File: config.mk
export PLATFORM = sky130hd
export DESIGN_NAME = hdmi_timing_ctrl
export DESIGN_NICKNAME = d
export VERILOG_FILES = /design/src/rtl/hdmi_timing_ctrl.sv
export SDC_FILE = /design/constraint.sdc
export NUM_CORES = 1
export LEC_CHECK = 0
export ABC_AREA = 1
export CAP_MARGIN = 20
export CORE_UTILIZATION = 40
export DETAILED_ROUTE_END_ITERATION = 7
export PLACE_DENSITY_LB_ADDON = 0.25
export SYNTH_ARGS = -nofsm -noshare
export SYNTH_HDL_FRONTEND = slang
export SYNTH_SLANG_ARGS = --single-unit
File: constraint.sdc
create_clock -name clk -period 4.2 [get_ports clk]
set_input_delay 0.42 -clock clk [delete_from_list [all_inputs] [get_ports clk]]
set_output_delay 0.42 -clock clk [all_outputs]
set_load 0.005 [all_outputs]
File: src/rtl/hdmi_timing_ctrl.sv
// hdmi_timing_ctrl: parameterised video timing generator (hsync/vsync/de,
// pixel coordinates, line/frame strobes) running from a single pixel clock.
// Optional heartbeat LED on LED2 is built only when HDMI_TIMING_LED_EN is defined.
module hdmi_timing_ctrl #(
    parameter int unsigned H_ACTIVE   = 640,
    parameter int unsigned H_FP       = 16,
    parameter int unsigned H_SYNC     = 96,
    parameter int unsigned H_BP       = 48,
    parameter int unsigned V_ACTIVE   = 480,
    parameter int unsigned V_FP       = 10,
    parameter int unsigned V_SYNC     = 2,
    parameter int unsigned V_BP       = 33,
    parameter bit          HS_POL     = 1'b0,
    parameter bit          VS_POL     = 1'b0,
    parameter int unsigned CW         = 12
`ifdef HDMI_TIMING_LED_EN
    ,
    parameter int unsigned LED_FRAMES = 30
`endif
) (
    input  logic          clk,
    input  logic          rst_n,
    input  logic          en,
    output logic          hsync,
    output logic          vsync,
    output logic          de,
    output logic [CW-1:0] x,
    output logic [CW-1:0] y,
    output logic          line_start,
    output logic          frame_start,
    output logic          vblank
`ifdef HDMI_TIMING_LED_EN
    ,
    output logic          LED2
`endif
);

    localparam int unsigned H_TOTAL  = H_ACTIVE + H_FP + H_SYNC + H_BP;
    localparam int unsigned V_TOTAL  = V_ACTIVE + V_FP + V_SYNC + V_BP;
    localparam int unsigned HS_START = H_ACTIVE + H_FP;
    localparam int unsigned HS_END   = HS_START + H_SYNC;
    localparam int unsigned VS_START = V_ACTIVE + V_FP;
    localparam int unsigned VS_END   = VS_START + V_SYNC;

    typedef enum logic {
        IDLE = 1'b0,
        RUN  = 1'b1
    } state_t;

    state_t        state, state_nxt;
    logic [CW-1:0] x_nxt, y_nxt;
    logic          hsync_nxt, vsync_nxt, de_nxt;
    logic          line_start_nxt, frame_start_nxt, vblank_nxt;

    // State register
    always_ff @(posedge clk or negedge rst_n) begin
        if (!rst_n) state <= IDLE;
        else        state <= state_nxt;
    end

    // Next state, next position and decodes of the position shown next cycle
    always_comb begin
        state_nxt       = state;
        x_nxt           = '0;
        y_nxt           = '0;
        hsync_nxt       = ~HS_POL;
        vsync_nxt       = ~VS_POL;
        de_nxt          = 1'b0;
        line_start_nxt  = 1'b0;
        frame_start_nxt = 1'b0;
        vblank_nxt      = 1'b0;

        case (state)
            IDLE:    if (en)  state_nxt = RUN;
            RUN:     if (!en) state_nxt = IDLE;
            default: state_nxt = IDLE;
        endcase

        if (state_nxt == RUN) begin
            // Entering RUN always starts from (0,0); otherwise advance raster
            if (state == RUN) begin
                if (x == CW'(H_TOTAL - 1)) begin
                    x_nxt = '0;
                    y_nxt = (y == CW'(V_TOTAL - 1)) ? '0 : y + CW'(1);
                end else begin
                    x_nxt = x + CW'(1);
                    y_nxt = y;
                end
            end
            hsync_nxt       = ((x_nxt >= CW'(HS_START)) && (x_nxt < CW'(HS_END)))
                              ? HS_POL : ~HS_POL;
            vsync_nxt       = ((y_nxt >= CW'(VS_START)) && (y_nxt < CW'(VS_END)))
                              ? VS_POL : ~VS_POL;
            de_nxt          = (x_nxt < CW'(H_ACTIVE)) && (y_nxt < CW'(V_ACTIVE));
            line_start_nxt  = (x_nxt == '0);
            frame_start_nxt = (x_nxt == '0) && (y_nxt == '0);
            vblank_nxt      = (y_nxt >= CW'(V_ACTIVE));
        end
    end

    // Registered, mutually aligned outputs
    always_ff @(posedge clk or negedge rst_n) begin
        if (!rst_n) begin
            x           <= '0;
            y           <= '0;
            hsync       <= ~HS_POL;
            vsync       <= ~VS_POL;
            de          <= 1'b0;
            line_start  <= 1'b0;
            frame_start <= 1'b0;
            vblank      <= 1'b0;
        end else begin
            x           <= x_nxt;
            y           <= y_nxt;
            hsync       <= hsync_nxt;
            vsync       <= vsync_nxt;
            de          <= de_nxt;
            line_start  <= line_start_nxt;
            frame_start <= frame_start_nxt;
            vblank      <= vblank_nxt;
        end
    end

`ifdef HDMI_TIMING_LED_EN
    localparam int unsigned LW = (LED_FRAMES < 2) ? 1 : $clog2(LED_FRAMES);

    logic [LW-1:0] led_cnt, led_cnt_nxt;
    logic          led_nxt;

    // Heartbeat: toggle on the frame_start that completes LED_FRAMES frames
    always_comb begin
        led_cnt_nxt = '0;
        led_nxt     = 1'b0;
        if (state_nxt == RUN) begin
            led_cnt_nxt = led_cnt;
            led_nxt     = LED2;
            if (frame_start_nxt) begin
                if (led_cnt == LW'(LED_FRAMES - 1)) begin
                    led_cnt_nxt = '0;
                    led_nxt     = ~LED2;
                end else begin
                    led_cnt_nxt = led_cnt + LW'(1);
                end
            end
        end
    end

    // Heartbeat registers, cleared on reset and in IDLE
    always_ff @(posedge clk or negedge rst_n) begin
        if (!rst_n) begin
            led_cnt <= '0;
            LED2    <= 1'b0;
        end else begin
            led_cnt <= led_cnt_nxt;
            LED2    <= led_nxt;
        end
    end
`endif

endmodule

## Yosys cells after proc, flatten, opt, wreduce, memory -nomap -nowiden

Index checks and enable logic that the tools add are counted.

- Output and inout bits: 30
- Bits in registers: 31
- Logic and storage cells: 44
- Bits of input ports: 3

- $lt $le $gt $ge: 7
- Equal/unequal tests: 2
- Mux-type cells: 18
- Reductions and logical operators: 6
- Add/subtract/negate cells: 2

Operators by type and width:

| kind | count |
|---|---|
| 2-to-1 mux 12 bit | 9 |
| adder 12 x 1 -> 12 bit, second input constant | 2 |
| == test 12 x 10 -> 1 bit, second input constant | 2 |
| >= comparator 12 x 9 -> 1 bit, second input constant | 2 |
| logical NOT 12 bit | 2 |
| < comparator 12 x 10 -> 1 bit, second input constant | 2 |
| < comparator 12 x 9 -> 1 bit, second input constant | 2 |
| >= comparator 12 x 10 -> 1 bit, second input constant | 1 |
| 2-to-1 mux 1 bit | 9 |
| logical AND 1 bit | 4 |

## Logic depth before layout (Yosys ltp)

- Word-level depth: 9
- Depth in mapped cells: 14
- Depth with buffers taken out: 14

## Least setup slack after synthesis

No wires, ideal clock.

- Path kind: reg-to-reg
- From: register x[0]
- To: register de
- Period minus slack after synthesis: 1.695 ns
- Cell stages (with the launch flop): 14
- Required time: 4.083 ns
- Arrival time: 1.577 ns
- Setup time: 0.117 ns
- Path buffers: 0
- Setup slack: 2.505 ns
- Cells stage by stage: dfrtp_1 -> ha_1 -> nand2_1 -> inv_2 -> nand2_4 -> nor2_4 -> nand2_2 -> nand2_4 -> inv_4 -> nand3_2 -> nor2_1 -> nand3b_1 -> nand2_1 -> nor2_1

- Cells in the longest elaborated chain, start to end: 7
- Elaborated cells on any way between the ends: 12
- Those cells by class: 1 x add/sub; 2 x order compare; 1 x eq/ne; 7 x mux; 1 x reduce/logical

Ends and longest elaborated chain:

| element | line | RTL |
|---|---|---|
| start, declared | 27 | `output logic [CW-1:0] x,` |
| start signal, assigned | 113 | `x <= x_nxt;` |
| adder 12 x 1 -> 12 bit or == test 12 x 10 -> 1 bit (tied branches) | 86, 82 |  |
| 2-to-1 mux 12 bit | 82 | `if (x == CW'(H_TOTAL - 1)) begin` |
| 2-to-1 mux 12 bit | 81 | `if (state == RUN) begin` |
| 2-to-1 mux 12 bit | 79 | `if (state_nxt == RUN) begin` |
| < comparator 12 x 10 -> 1 bit or < comparator 12 x 9 -> 1 bit (tied branches) | 94 | `de_nxt = (x_nxt < CW'(H_ACTIVE)) && (y_nxt < CW'(V_ACTIVE));` |
| logical AND 1 bit (*) | 94 |  |
| 2-to-1 mux 1 bit (*) | 79 |  |
| named net de_nxt | 52 | `logic hsync_nxt, vsync_nxt, de_nxt;` |
| end signal, assigned | 117 | `de <= de_nxt;` |
| end, declared | 26 | `output logic de,` |

The timed path passes the listed nets; every way through them passes the cells marked *. The select of a mux whose other input is x is not followed.

## Worst setup path in the final report

Same ends and word-level chain as after synthesis.

==> reports/summary.txt <==
Largest net degree at the start of global routing -> 32
Area of combinational cells with multiple inputs -> 1180 µm²
R2r startpoint -> x[0]
Mean area per synthesized cell -> 6.74 µm²
Result of the run -> complete, no violations
Number of buffers inserted by hold repair at cts -> 0
Antenna-violating nets left -> 0
Complex-gate fraction of the synthesized area -> 2.06%
Asr flop ratio synth -> 100%
Number of DRC markers after the initial detailed-route iteration -> 78
Actual transition at the worst max-transition pin -> 0.772 ns
Number of fillers in the final layout -> 536
Antenna fix cells -> 0
Final Instance Area -> 2600 µm²
Routability Congestion -> 0.897
Buffers added on ports -> 32
Met2 wire length -> 2.49 mm
Synth Area in Adders -> 1.77%
Leak Pwr -> 1.29 nW
Min Tclk post-route -> 1.93 ns
Height of the die -> 74.9 µm
Routed wl met3 -> 278 µm
Share of layout cells above drive strength 1 -> 12.2%
Share of the synthesized area in the top cell type -> 34.2%
Top layer reached by signal wires -> met4
Number of warnings reported in the yosys synthesis log -> 0
Main combinational cell family by area after synthesis -> simple AND/OR/NAND/NOR gates
Initial core utilization -> 41.6%
Routed length on met1 -> 2.50 mm
Post-synthesis sequential element count -> 31
TritonCTS sink count -> 31
Power density cells -> 215 nW/µm²
Sum of negative setup slack -> 0 ns
DRC violation count after routing -> 0
Tot GR Track Use -> 21.5%
DP Worst Slack -> 2.28 ns
Cell Area, Synth -> 2120 µm²
Core Box Area -> 5110 µm²
Row cnt -> 26
Most frequently used flop master after synthesis -> sky130_fd_sc_hd__dfrtp_1
Total half-perimeter wirelength after legalization and detailed placement -> 3.95 mm
DRT Pass-1 Iters -> 4
Cell variety after synth -> 32
Via count of the routed design -> 2,102
Global-route wire length before repair -> 9.02 mm
Fmax -> 0.518 GHz
Io pins -> 33
Final wirelength -> 5.38 mm
Max Cap Viol -> 0
Nature of the critical path endpoint -> register
Worst clock skew -> 0.00636 ns
Type of the worst setup path -> reg2reg
Count of non-filler cells in the finished layout -> 422
Total Power -> 560 µW
Nets -> 357
Total clock buffers created by CTS -> 5
Share of synthesized area spent on multiplexers -> 0%
Path type of the worst min-delay path -> reg2reg
Xor/xnor share of the synthesized area -> 0%
CP Data Arrival Time -> 2.10 ns
Residual overflow from global routing -> 0
Cell area after placement -> 2520 µm²
Post-DR vias/cell -> 4.98
RSZ-0062 raised after global routing -> false
Crit path from -> x[0]
Area growth from synthesis to layout -> 22.6%
Sequential cell area -> 778 µm²
Final period utilization -> 45.9%
Placed cells -> 414
Start point of the worst min-delay path -> x[0]
Post-Synthesis Cells -> 315
Post_cts resized -> 0
Horizontal die dimension -> 74.9 µm
Post-synthesis net count -> 321
Simple-gate share of the synthesized area -> 51.7%
Number of antenna violations at the first check in global routing -> 0
Top cell type by total area after synthesis -> sky130_fd_sc_hd__dfrtp_1
Htree depth -> 2
Hold Vio Cnt, Final -> 0
TritonCTS clock tree -> yes
Endpoints failing setup -> 0
Worst Path Required -> 4.37 ns
Type of origin of the critical path -> register
Master cell of the clock root buffer -> sky130_fd_sc_hd__clkbuf_8
Die area -> 5600 µm²
Routed length per placed instance -> 12.7 µm
Cell types with the largest area share after synthesis -> sky130_fd_sc_hd__dfrtp_1 (34%), sky130_fd_sc_hd__nand2_1 (17%), sky130_fd_sc_hd__nand3_1 (9.4%)
Maximum vdd drop -> 0.190 mV
Worst max-slew margin expressed relative to the limit -> 48.5%
Clock Latency Late Sink -> 0.28 ns
Clock slew at the register clock pins of the worst setup and hold paths -> 0.07 ns
Leading cell type by number of instances after synthesis -> sky130_fd_sc_hd__nand2_1
Sequential fraction of the synthesis area -> 36.7%
Critical Path Fanout Max -> 8
Top cells by instance count after synthesis -> sky130_fd_sc_hd__nand2_1 (97), sky130_fd_sc_hd__nor2_1 (51), sky130_fd_sc_hd__nand3_1 (40), sky130_fd_sc_hd__dfrtp_1 (29), sky130_fd_sc_hd__inv_1 (29)
Number of enable flip-flop cells after synthesis -> 0
Max Root-Sink Buffers -> 2
Max-slew violation count -> 0
Final worst-path setup slack -> 2.27 ns
Post-CTS Setup Bufs -> 0
Vias in the first global route -> 1,966
-- critical path, cell delays in order, from the launching register on --
cell                       delay, ns
sky130_fd_sc_hd__dfrtp_1        0.43
sky130_fd_sc_hd__ha_1           0.23
sky130_fd_sc_hd__nand2_1        0.18
sky130_fd_sc_hd__inv_2          0.08
sky130_fd_sc_hd__nand2_4        0.08
sky130_fd_sc_hd__nor2_4         0.04
sky130_fd_sc_hd__nand2_2        0.09
sky130_fd_sc_hd__nand2_4        0.07
sky130_fd_sc_hd__inv_4          0.15
sky130_fd_sc_hd__nand3_2        0.14
sky130_fd_sc_hd__nor2_1         0.16
sky130_fd_sc_hd__nand3b_1       0.09
sky130_fd_sc_hd__nand2_1        0.06
sky130_fd_sc_hd__nor2_1         0.04
-- routing by layer --
metal  GRT usage [%]  up-vias
met1            28.1      964
met5               0        -
li1                -     1065
met2            34.8       64
met3            4.28        9
met4            9.01        0
-- state kept, by name (all words and copies together), names as in the netlist --
| name | count |
|---|---|
| hsync | 1 |
| frame_start | 1 |
| vblank | 1 |
| line_start | 1 |
| vsync | 1 |
| y | 12 |
| state | 1 |
| de | 1 |
| x | 12 |
-- logic make-up (layout without fill, tap and decap cells) --
logic type / Yosys count / in the layout
compound gates: 8 / 8
fa+ha+maj: 3 / 3
buf+inv: 43 / 80
flops: 31 / 31
simple gates: 230 / 230
-- where the power goes --
part / internal [mW] / total, mW / switching (mW)
Combinational: 0.0103 / 0.0279 / 0.0176
Clock: 0.116 / 0.225 / 0.109
Sequential: 0.302 / 0.307 / 0.00503
Total: 0.428 / 0.560 / 0.132
-- per-stage QoR --
stage	hold WS (ns)	util, %
3_3_place_gp	0.508	49.4
6_report	0.525	51.0
3_5_place_dp	0.518	49.4
5_1_grt	0.552	51.0
4_1_cts	0.529	51.0
2_1_floorplan	0.124	-
-- path summary, 6_finish.rpt --
| kind | end | slack [ns] | cells after the start |
|---|---|---|---|
| setup reg to reg | de | 2.27 | 13 |
| hold / removal | x[0] | 0.52 | 1 |
| hold reg to reg | x[0] | 0.52 | 1 |
| min in group asynchronous | frame_start | 0.55 | 2 |
| setup / recovery | de | 2.27 | 13 |
| max in group asynchronous | hsync | 3.33 | 2 |
-- cell type report --
type	instances	share of cell area (%)
Clock buffer	7	2.93
Clock inverter	1	0.192
Inverter	39	5.72
Multi-Input combinational cell	241	45.3
Sequential cell	31	29.9
Tap cell	70	3.36
Timing Repair Buffer	33	12.6
-- cells in the final DEF, fill, tap and decap left out, drive strengths merged --
cell type and n:
clkbuf 7, clkdlybuf4s50 32, o21ai 5, o21bai 1, nand2 103, dfstp 2
a21oi 1, nor3 9, nand3b 3, nand3 46, buf 1, clkinv 2
ha 3, or2 1, nor2 60, dfrtp 29, and2 1, nand4 7
a31oi 1, inv 38
(Power assumes the default switching activity.)
